## src/rtl/ex_operand_stage.sv

```systemverilog
// EX-stage operand register: resolves forwarded ALU operands, stalls one cycle on
// load-use hazards, and presents registered operands over a valid/ready handshake.
module ex_operand_stage #(
  parameter int unsigned XLEN = 32
) (
  input  logic            clk,
  input  logic            rst,
  input  logic            flush,
  input  logic            in_valid,
  output logic            in_ready,
  input  logic [4:0]      id_ex_rs1,
  input  logic [4:0]      id_ex_rs2,
  input  logic [XLEN-1:0] id_ex_rs1_data,
  input  logic [XLEN-1:0] id_ex_rs2_data,
  input  logic [XLEN-1:0] id_ex_imm,
  input  logic            id_ex_use_imm,
  input  logic [4:0]      id_ex_rd,
  input  logic [1:0]      rs1_forward,
  input  logic [1:0]      rs2_forward,
  input  logic [XLEN-1:0] ex_mem_result,
  input  logic            ex_mem_is_load,
  input  logic [XLEN-1:0] mem_wb_data,
  output logic            out_valid,
  input  logic            out_ready,
  output logic [XLEN-1:0] ex_op_a,
  output logic [XLEN-1:0] ex_op_b,
  output logic [XLEN-1:0] ex_store_data,
  output logic [4:0]      ex_rd,
  output logic            load_stall
);

  typedef enum logic [0:0] {StRun, StLdWait} state_e;

  state_e          r_state, w_state_nxt;
  logic            r_dep1, r_dep2, w_dep1_nxt, w_dep2_nxt;
  logic            r_out_valid;
  logic [XLEN-1:0] r_op_a, r_op_b, r_store_data;
  logic [4:0]      r_rd;

  logic            w_hz1, w_hz2, w_can_load, w_accept;
  logic [XLEN-1:0] w_rs1_val, w_rs2_val;

  // x0 always reads the register file, regardless of the forwarding select.
  function automatic logic [XLEN-1:0] fwd_pick(input logic [4:0]      idx,
                                               input logic [1:0]      sel,
                                               input logic [XLEN-1:0] rf,
                                               input logic [XLEN-1:0] exm,
                                               input logic [XLEN-1:0] wb);
    if (idx == 5'd0) return rf;
    case (sel)
      2'b01:   return exm;
      2'b10:   return wb;
      default: return rf;
    endcase
  endfunction

  always_comb begin
    w_hz1 = in_valid & (rs1_forward == 2'b01) & ex_mem_is_load & (id_ex_rs1 != 5'd0);
    w_hz2 = in_valid & (rs2_forward == 2'b01) & ex_mem_is_load & (id_ex_rs2 != 5'd0);
    w_can_load = !r_out_valid | out_ready;

    w_rs1_val = fwd_pick(id_ex_rs1, rs1_forward, id_ex_rs1_data, ex_mem_result, mem_wb_data);
    w_rs2_val = fwd_pick(id_ex_rs2, rs2_forward, id_ex_rs2_data, ex_mem_result, mem_wb_data);
    // While waiting, the load result has arrived at MEM/WB for dependent operands.
    if (r_state == StLdWait && r_dep1) w_rs1_val = mem_wb_data;
    if (r_state == StLdWait && r_dep2) w_rs2_val = mem_wb_data;
  end

  always_comb begin
    w_state_nxt = r_state;
    w_dep1_nxt  = r_dep1;
    w_dep2_nxt  = r_dep2;
    in_ready    = 1'b0;
    load_stall  = 1'b0;
    if (!rst) begin
      w_state_nxt = StRun;
      w_dep1_nxt  = 1'b0;
      w_dep2_nxt  = 1'b0;
    end else if (flush) begin
      w_state_nxt = StRun;
      w_dep1_nxt  = 1'b0;
      w_dep2_nxt  = 1'b0;
    end else begin
      unique case (r_state)
        StRun: begin
          if (w_hz1 | w_hz2) begin
            load_stall  = 1'b1;
            w_dep1_nxt  = w_hz1;
            w_dep2_nxt  = w_hz2;
            w_state_nxt = StLdWait;
          end else begin
            in_ready = w_can_load;
          end
        end
        StLdWait: begin
          if (w_can_load) begin
            in_ready    = 1'b1;
            w_dep1_nxt  = 1'b0;
            w_dep2_nxt  = 1'b0;
            w_state_nxt = StRun;
          end else begin
            load_stall = 1'b1;
          end
        end
      endcase
    end
  end

  assign w_accept = in_valid & in_ready;

  always_ff @(posedge clk) begin
    if (!rst) begin
      r_state      <= StRun;
      r_dep1       <= 1'b0;
      r_dep2       <= 1'b0;
      r_out_valid  <= 1'b0;
      r_op_a       <= '0;
      r_op_b       <= '0;
      r_store_data <= '0;
      r_rd         <= '0;
    end else begin
      r_state <= w_state_nxt;
      r_dep1  <= w_dep1_nxt;
      r_dep2  <= w_dep2_nxt;
      if (flush) begin
        r_out_valid <= 1'b0;
      end else if (w_accept) begin
        r_out_valid  <= 1'b1;
        r_op_a       <= w_rs1_val;
        r_op_b       <= id_ex_use_imm ? id_ex_imm : w_rs2_val;
        r_store_data <= w_rs2_val;
        r_rd         <= id_ex_rd;
      end else if (out_ready) begin
        r_out_valid <= 1'b0;
      end
    end
  end

  assign out_valid     = r_out_valid;
  assign ex_op_a       = r_op_a;
  assign ex_op_b       = r_op_b;
  assign ex_store_data = r_store_data;
  assign ex_rd         = r_rd;

endmodule

```

## config.mk

```make
export PLATFORM = sky130hd
export DESIGN_NAME = ex_operand_stage
export DESIGN_NICKNAME = d
export VERILOG_FILES = /design/src/rtl/ex_operand_stage.sv
export SDC_FILE = /design/constraint.sdc
export NUM_CORES = 1
export LEC_CHECK = 0
export CAP_MARGIN = 25
export CORE_MARGIN = 4
export CORE_UTILIZATION = 44
export CTS_BUF_LIST = sky130_fd_sc_hd__clkbuf_2 sky130_fd_sc_hd__clkbuf_4 sky130_fd_sc_hd__clkbuf_8
export DETAILED_ROUTE_END_ITERATION = 8
export PLACE_DENSITY = 0.87
export SLEW_MARGIN = 20
export SYNTH_ARGS = -nofsm -noshare
export SYNTH_HDL_FRONTEND = slang
export SYNTH_SLANG_ARGS = --single-unit
```

## constraint.sdc

```tcl
create_clock -name clk -period 5.89 [get_ports clk]
set_input_delay 1.178 -clock clk [delete_from_list [all_inputs] [get_ports clk]]
set_output_delay 1.178 -clock clk [all_outputs]
set_load 0.02 [all_outputs]
```

==> flow_summary_export.csv, run 1 <==
group,metric,value,unit
setup_path,crit_chain,"clkdlybuf4s50_1, or3_4, o311ai_2, and4b_1, clkdlybuf4s50_1",
route,via_count,6512,
setup_path,reg2reg_slack,3.09,ns
timing,setup_viol,0,
finish,layout-drive-gt1-share,6.243,%
logic_synthesis,synth_warnings,0,
finish,multi_input_area,0.003063,mm²
clock_tree,numCtsBuffers,9,
clock_tree,clock_path_buffers,2,
clock_tree,postCtsHoldBufs,0,
timing,tns,0,ns
logic_synthesis,synthesis.area,0.005523,mm²
setup_path,cpPeakStageDelay,0.61,ns
die,initial_core_util,45.41,%
finish,syn_to_final_growth,57.02,%
setup_path,crit_buf_inv,2,
clock_tree,clkTransAtPathRegs,0.10,ns
logic_synthesis,yosys.area_share.simple,18.01,%
logic_synthesis,synthesis.nets,859,
timing,fin_crit_sh,78.87,%
logic_synthesis,synthAdderAreaFrac,0.9062,%
finish,utilization,71.31,%
flow_run,maxCapViolCount,0,
logic_synthesis,netlist.area_leader.share,38.06,%
finish,seqCellArea,0.002102,mm²
logic_synthesis,synth-seq-area-share,38.06,%
timing,fin_crit,4.646,ns
finish,final_cell_mix,"clkdlybuf4s50_1 (288), o21ai_0 (112), dfxtp_1 (105), nand3_1 (51), nand2_1 (44)",
route,firstDrtPassIters,5,
clock_tree,cts_tree,"built",
setup_path,critPathCaptureType,"output port",
die,rows,40,
logic_synthesis,syn_avg_cell_area,8.255,µm²
setup_path,worstPathMaxFanout,6,
outcome,run_status,"completed",
global_route,overflow,0,
logic_synthesis,async_flop_share,0,%
global_route,grt_pass1_vias,6026,
logic_synthesis,synth_top_family_by_area,"compound AO/OA/AOI/OAI gates",
finish,nNetsFinal,1098,
clock_tree,clock_latency,0.37,ns
logic_synthesis,synth_ff_type,"dfxtp_1",
min_path,hp-class,"flip-flop to flip-flop",
global_route,grt_max_degree,120,
pwr,ir_drop,139.6,µV
logic_synthesis,yosys-top-cells-area,"dfxtp_1 (38%), o21ai_0 (10%), a32o_1 (5.6%)",
timing,worst_pin_slew,0.8203,ns
logic_synthesis,synth_top_area_cell,"dfxtp_1",
setup_path,arrival,3.47,ns
timing,rsz0062_at_grt,"false",
die,die_w,120.0,µm
setup_path,path_delay_family,"buffers and inverters",
clock_tree,cts_resized,0,
placement,hpwl,15700,µm
route,viasPerCell,6.024,
logic_synthesis,synth.area.mux_share,0,%
die,core,0.01216,mm²
timing,relSlewSlack,45.25,%
pwr,power.density,203.0,mW/mm²
timing,hold_viol_final,0,
clock_tree,h-tree-depth,3,
setup_path,crit_top_cell,"clkdlybuf4s50_1",
route,post_drt_wl_per_cell,21.23,µm
placement,gp_congestion,0.8974,
finish,final_common_cell,"clkdlybuf4s50_1",
logic_synthesis,synth_edf_count,0,
timing,fin_skew,0.007446,ns
setup_path,path_class,"input pin to output port",
clock_tree,clkSinkCount,105,
pwr,p_leak,3.123,nW
global_route,antenna_found_initial,0,
logic_synthesis,synth-compound-area-share,36.04,%
route,ant_nets,0,
timing,max_freq,215.3,MHz
die,die_h,120.0,µm
logic_synthesis,synth_seq_cells,105,
logic_synthesis,synth_cell_types,36,
logic_synthesis,netlist_instances,669,
route,drtIter0Drc,784,
finish,diodes,0,
logic_synthesis,synth_xor_area_share,0,%
global_route,grtUsageTotal,29.98,%
die,ioPinCount,290,
die,die-area,0.01441,mm²
setup_path,slowest_stage,"clkdlybuf4s50_1",
finish,num-fill-cells,938,
route,drc,0,
clock_tree,clock-root-buffer,"clkbuf_8",
timing,finalMaxSlewViolations,0,
setup_path,required,4.71,ns
global_route,grt_first_pass_wirelength,34300,µm
clock_tree,postCtsSetupRepairBufs,0,
setup_path,setup.worst_path.start_class,"input pin",
route,finalWirelength,22950,µm
placement,port_buffers,289,
[sequential cells by signal, summed over array words and instances (netlist names)]
| register | flops |
|---|---|
| ex_op_a | 32 |
| ex_op_b | 32 |
| ex_store_data | 32 |
| ex_rd | 5 |
| out_valid | 1 |
| r_dep1 | 1 |
| r_dep2 | 1 |
| r_state | 1 |
[metal layers]
layer / vias to the layer above / global-route usage [%] / routed length (µm)
met5: - / 0 / 0
met3: 59 / 6.833 / 2287
met4: 0 / 12.53 / 810
li1: 3021 / - / -
met2: 423 / 46.93 / 10600
met1: 3009 / 39.72 / 9258
[synthesized netlist by cell type (17+ instances only)]
library cell / n
a21oi_1: 20
a221oi_1: 27
a22oi_1: 17
a31oi_1: 33
a32o_1: 31
and3_1: 34
clkbuf_1: 54
dfxtp_1: 105
nand2_1: 45
nand3_1: 52
nor2b_1: 33
o21ai_0: 113
[logic make-up (layout without fill, tap and decap cells)]
kind of cell,Yosys count,after routing
flops,105,105
buf+inv,85,329
compound gates,286,286
simple gates,189,189
fa+ha+maj,4,4
[report_power, final]
part | switching, mW | leakage (nW) | internal (mW)
combinational | 0.243 | 2.15 | 0.248
sequential | 0.0182 | 0.856 | 0.745
clock | 0.263 | 0.114 | 0.244
[final cells by class]
class | count | share of cell area (%)
clock buffers | 9 | 1.428
clock inverters | 7 | 1.154
inverters | 8 | 0.3463
multi-input cells | 479 | 35.32
flip-flops and latches | 105 | 24.24
well taps | 168 | 2.424
repair buffers | 305 | 35.09
[stage by stage]
stage | cells | area (µm²) | setup WS [ns] | power [mW] | hold WS [ns]
final | 1081 | 8672 | 1.244 | 1.761 | 0.4581
after global routing | 1081 | 8672 | 1.200 | 1.829 | 0.4740
after CTS | 1079 | 8625 | 1.263 | 1.760 | 0.4588
after detailed placement | 1063 | 8401 | 1.282 | 1.256 | 0.4474
after global placement | 1063 | 8401 | 1.286 | 1.250 | 0.4435
after floorplan | 669 | 5523 | 2.441 | 0.9951 | 0.4481
[worst reg2reg max path, stage by stage (launching register included)]
cell	delay, ns
dfxtp_1	0.47
and3b_1	0.28
o311ai_2	0.21
nand3_2	0.79
buf_4	0.55
a221oi_1	0.30
nor2_1	0.09
[worst paths after layout]
check | from | endpoint | cells past startpoint
setup reg to reg | r_state | ex_store_data[29] | 6
hold / removal | ex_rd[0] | ex_rd[0] | 2
setup / recovery | id_ex_rs2[1] | in_ready | 5
hold reg to reg | ex_rd[0] | ex_rd[0] | 2
Power figures use the tool's default switching activity.
==> inputs of run 2 (changes only) <==
Settings changed: CORE_UTILIZATION 44 to 41, PLACE_DENSITY 0.87 to 0.82.
Clock period 5.89 ns to 4.7 ns, I/O delays scaled along.
==> flow_summary_export.csv, run 2 (synthesis gave the netlist of run 1 again) <==
group,metric,value,unit
finish,final_common_cell,"clkdlybuf4s50_1",
clock_tree,cts_tree,"built",
die,initial_core_util,41.70,%
die,die_h,124.1,µm
route,ant_nets,0,
route,drtIter0Drc,872,
global_route,grt_pass1_vias,6118,
timing,fin_crit,4.005,ns
timing,relSlewSlack,29.97,%
pwr,total_power,2.162,mW
finish,syn_to_final_growth,57.05,%
global_route,antenna_found_initial,0,
route,via_count,6547,
finish,stdcell_area,0.008673,mm²
timing,tns,0,ns
placement,hpwl,15760,µm
finish,num-fill-cells,1138,
timing,fin_skew,0.006377,ns
global_route,grtUsageTotal,28.04,%
timing,fin_crit_sh,85.21,%
clock_tree,clkSinkCount,105,
timing,hold_viol_final,0,
outcome,run_status,"completed",
setup_path,critPathCaptureType,"output port",
placement,gp_congestion,0.8734,
clock_tree,clock_path_buffers,2,
finish,final_cell_mix,"clkdlybuf4s50_1 (288), o21ai_0 (112), dfxtp_1 (105), nand3_1 (51), nand2_1 (44)",
route,drc,0,
finish,diodes,0,
clock_tree,clkTransAtPathRegs,0.10,ns
route,firstDrtPassIters,7,
finish,seqCellArea,0.002102,mm²
die,ioPinCount,290,
setup_path,worstPathMaxFanout,6,
route,viasPerCell,6.006,
placement,port_buffers,289,
die,die_w,124.1,µm
placement,dpl_cell_area,0.008466,mm²
timing,worst_pin_slew,1.050,ns
route,finalWirelength,22640,µm
setup_path,arrival,3.06,ns
finish,multi_input_area,0.003063,mm²
die,core,0.01324,mm²
setup_path,path_class,"input pin to output port",
timing,rsz0062_at_grt,"false",
setup_path,setup.worst_path.start_class,"input pin",
global_route,overflow,0,
die,rows,42,
clock_tree,clock-root-buffer,"clkbuf_8",
route,post_drt_wl_per_cell,20.77,µm
pwr,power.density,249.3,mW/mm²
min_path,hp-class,"flip-flop to flip-flop",
global_route,grt_max_degree,120,
clock_tree,postCtsSetupRepairBufs,0,
global_route,grt_first_pass_wirelength,33780,µm
timing,finalMaxSlewViolations,0,
flow_run,maxCapViolCount,0,
die,die-area,0.01539,mm²
clock_tree,postCtsHoldBufs,0,
timing,max_freq,249.7,MHz
clock_tree,cts_resized,0,
clock_tree,h-tree-depth,3,
pwr,ir_drop,125.3,µV
pwr,p_leak,3.107,nW
clock_tree,numCtsBuffers,9,
clock_tree,clock_latency,0.38,ns
finish,layout-drive-gt1-share,6.346,%
timing,setup_viol,0,
finish,nNetsFinal,1099,
setup_path,required,3.76,ns
[run 2: cell count changes in the layout (fill, tap and decap cells not counted)]
cell	before	now
bufinv_16	2	1
clkbuf_8	9	10
buf_12	1	2
clkinv_4	2	0
buf_4	15	14
buf_6	0	1
buf_16	1	0
inv_6	2	1
buf_8	0	1
clkinvlp_4	0	3
[run 2: per-stage QoR]
stage	hold WS (ns)	setup WS [ns]	util [%]	std cells
4_1_cts	0.4619	0.6840	65.47	1090
6_report	0.4586	0.6952	65.50	1090
5_1_grt	0.4837	0.5978	65.50	1090
2_1_floorplan	0.4481	1.727	-	669
3_3_place_gp	0.4394	0.7229	63.81	1073
3_5_place_dp	0.4481	0.6967	63.93	1074
[run 2: area by class of cell]
type | count | area share, %
clock buffer | 10 | 1.587
clock inverter | 6 | 0.7646
inverter | 8 | 0.3462
multi-input combinational | 479 | 35.31
sequential | 105 | 24.24
tap | 176 | 2.539
timing repair buffer | 306 | 35.21
[run 2: power breakdown]
group | switching (mW) | total [mW] | internal (mW)
registers | 0.0238 | 0.958 | 0.934
clock network | 0.335 | 0.597 | 0.262
logic | 0.299 | 0.607 | 0.308
total | 0.658 | 2.16 | 1.50
[run 2: metal layers]
metal / part of all wire, % / global-route usage (%) / vias up
li1: - / - / 3025
met1: 40 / 37.92 / 3025
met2: 46 / 43.24 / 448
met3: 11 / 6.494 / 49
met4: 2.9 / 11.16 / 0
met5: 0 / 0 / -
[run 2: path summary, 6_finish.rpt]
path | slack [ns] | startpoint | to | depth (start not counted)
worst min-delay path | 0.46 | ex_rd[4] | ex_rd[4] | 2
worst max register to register | 2.28 | r_state | ex_op_b[4] | 6
worst max-delay path | 0.70 | id_ex_rs1[1] | in_ready | 5
worst min register to register | 0.46 | ex_rd[4] | ex_rd[4] | 2
[run 2: critical path, stage by stage]
cell and delay, ns:
clkdlybuf4s50_1 0.41, or3_1 0.41, o311ai_2 0.43, and4b_1 0.27, clkdlybuf4s50_1 0.60
==> variant, RTL diff (settings of run 2) <==
Change the parameter `XLEN` from 32 to 36.
--- a/src/rtl/ex_operand_stage.sv
+++ b/src/rtl/ex_operand_stage.sv
@@ -2,5 +2,5 @@
 // load-use hazards, and presents registered operands over a valid/ready handshake.
 module ex_operand_stage #(
-  parameter int unsigned XLEN = 32
+  parameter int unsigned XLEN = 36
 ) (
   input  logic            clk,
Ports: changed (8 resized); port bits go from 290 to 322. The function was not compared with the original's and may differ.
==> variant against run 2 <==
Sequential cell count is 12 higher. Global-route usage increased by 2.2 points. Synthesized area is 12% higher. Worst setup slack lost 0.012 ns. Die area up 11%. Design area rose by 13%. Power grew 23%. Clock skew is 0.0036 ns higher. Routed wire length increased by 21%. Clock power rose by 52%. Combinational power grew 14%.
==> variant: results (changes against run 2) <==
Status
  • Status: completed (unchanged)

STA
  • Max Clock Skew: 0.01002 ns (was 0.006377 ns)
  • Relative slew slack: 0.3178 (was 0.2997)

Clock tree
  • Clock buffer depth: 2 (unchanged)
  • Cts bufs inserted: 17 (was 9)
  • Htree depth: 4 (was 3)
  • Setup bufs post-CTS: 0 (unchanged)
  • Root buffer cell: clkbuf_8 (unchanged)
  • Clock slew at reported path FFs: 0.07 ns (was 0.10 ns)
  • Cts repair resizes: 0 (unchanged)
  • Worst-skew pair later-pin latency: 0.44 ns (was 0.38 ns)

Global route
  • First-pass GRT wire length: 39.90 mm (was 33.78 mm)
  • Overall Global Routing Usage: 0.3020 (was 0.2804)
  • Vias in the first global route: 7070 (was 6118)
  • Largest net degree at the start of global routing: 95 (was 120)
  • Antenna violations before repair: 0 (unchanged)

Synth
  • Asr flop ratio synth: 0 (unchanged)
  • Sequential fraction of the synthesis area: 0.3798 (was 0.3806)
  • Mapped Nets: 920 (was 859)
  • Area contributors post-synth: dfxtp_1, a221oi_1, o21ai_0 (was dfxtp_1, o21ai_0, a32o_1)
  • EDFF count, synth: 0 (unchanged)
  • Yosys cell types: 35 (was 36)
  • Syn. warnings: 0 (unchanged)
  • Most instantiated cells after synthesis: dfxtp_1, o21ai_0, nand3_1 (was o21ai_0, dfxtp_1, clkbuf_1)

Finish
  • Final #Nets: 1187 (was 1099)
  • Diode count: 0 (unchanged)
  • Fill count: 1243 (was 1138)
  • Layout cell share with drive strength beyond 1: 0.07895 (was 0.06346)

Pwr
  • Leakage: 3.668 nW (was 3.107 nW)
  • Worst vdd ir: 0.0001865 V (was 0.0001253 V)

Placed design
  • Placer congestion estimate: 0.8655 (was 0.8734)
  • IO Port Bufs: 321 (was 289)
  • Post-DP HPWL: 17.81 mm (was 15.76 mm)
  • Setup WS pre-CTS: 0.7062 ns (was 0.6967 ns)

Critical path
  • Top delay family on crit path: buffers and inverters (unchanged)
  • Crit Path Max Fanout: 6 (unchanged)
  • Crit path max-delay cell type: clkdlybuf4s50_1 (unchanged)
  • Worst path max stage delay: 0.63 ns (was 0.60 ns)
  • CP Data Arrival Time: 3.08 ns (was 3.06 ns)

Routing
  • DR vias: 7388 (was 6547)
  • Wire per inst: 23.29 µm (was 20.77 µm)
  • Initial drt markers: 710 (was 872)
  • Post-DRT Antenna Nets: 0 (unchanged)
  • Total iterations of the first detailed-routing run: 8 (was 7)

Worst hold path
  • HP Class: flip-flop to flip-flop (unchanged)
==> variant: cell count changes in the layout (fill, tap and decap cells not counted), sizes merged, moves of 8 or more <==
cell,before,now
nor2,15,49
a22o,2,35
a31oi,33,1
clkdlybuf4s50,288,319
nor2b,33,2
o21ai,127,96
nand2,45,16
a221oi,30,58
clkbuf,10,26
dfxtp,105,117
nand3,53,65
a21oi,20,28
a22oi,17,25
o221ai,17,25
==> variant: cell families (layout without fill, tap and decap cells) <==
family,after synthesis,count (layout),synth area share
buffers and inverters,97,375,0.06999
DFF,117,117,0.3798
adders and majority gates,4,4,0.008116
AOI/OAI and AO/OA,313,313,0.3960
and+or+nand+nor,178,178,0.1445
muxes,1,1,0.001623
==> variant: through the flow <==
stage            util  power [mW]  instance area, µm²  instances
6_report       0.6703       2.665                9816       1172
5_1_grt        0.6703       2.766                9816       1172
4_1_cts        0.6699       2.675                9811       1172
3_5_place_dp   0.6441       1.770                9433       1142
3_3_place_gp   0.6404       1.755                9378       1140
2_1_floorplan       -       1.395                6167        710
==> variant: worst reg2reg max path: cells and delay by family, from the launching register on <==
| kind | cells | cell delay (ns) |
|---|---|---|
| compound gates | 2 | 0.44 |
| buf+inv | 1 | 0.50 |
| flops | 1 | 0.48 |
| simple gates | 3 | 0.98 |
==> variant: report_power, final <==
group	total (mW)	leakage [nW]	internal (mW)	switching [mW]
clock	0.906	0.202	0.504	0.402
sequential	1.07	0.954	1.04	0.0252
combinational	0.694	2.51	0.352	0.341
total	2.66	3.67	1.90	0.768
==> variant: layout make-up <==
| class | count | share of cell area |
|---|---|---|
| Multi-Input combinational cell | 496 | 0.3513 |
| Timing Repair Buffer | 336 | 0.3447 |
| Sequential cell | 117 | 0.2386 |
| Clock buffer | 26 | 0.03391 |
| Tap cell | 184 | 0.02345 |
| Clock inverter | 4 | 0.004589 |
| Inverter | 9 | 0.003442 |
==> variant: layer usage <==
| layer | share of wire | vias to the layer above | wire (µm) | track usage |
|---|---|---|---|---|
| li1 | - | 3334 | - | - |
| met1 | 0.38 | 3498 | 10510 | 0.3647 |
| met2 | 0.47 | 487 | 12760 | 0.4920 |
| met3 | 0.11 | 69 | 2957 | 0.09309 |
| met4 | 0.039 | 0 | 1074 | 0.1410 |
| met5 | 0 | - | 0 | 0 |
==> variant: final timing paths <==
path | slack [ns] | cells after the start | endpoint | startpoint
min | 0.45 | 2 | ex_rd[0]$_SDFFE_PN0P_ | ex_rd[0]$_SDFFE_PN0P_
max reg2reg | 2.19 | 6 | ex_op_a[16]$_SDFFE_PN0P_ | r_state$_DFF_P_
max | 0.68 | 5 | in_ready | id_ex_rs1[1]
min reg2reg | 0.45 | 2 | ex_rd[0]$_SDFFE_PN0P_ | ex_rd[0]$_SDFFE_PN0P_
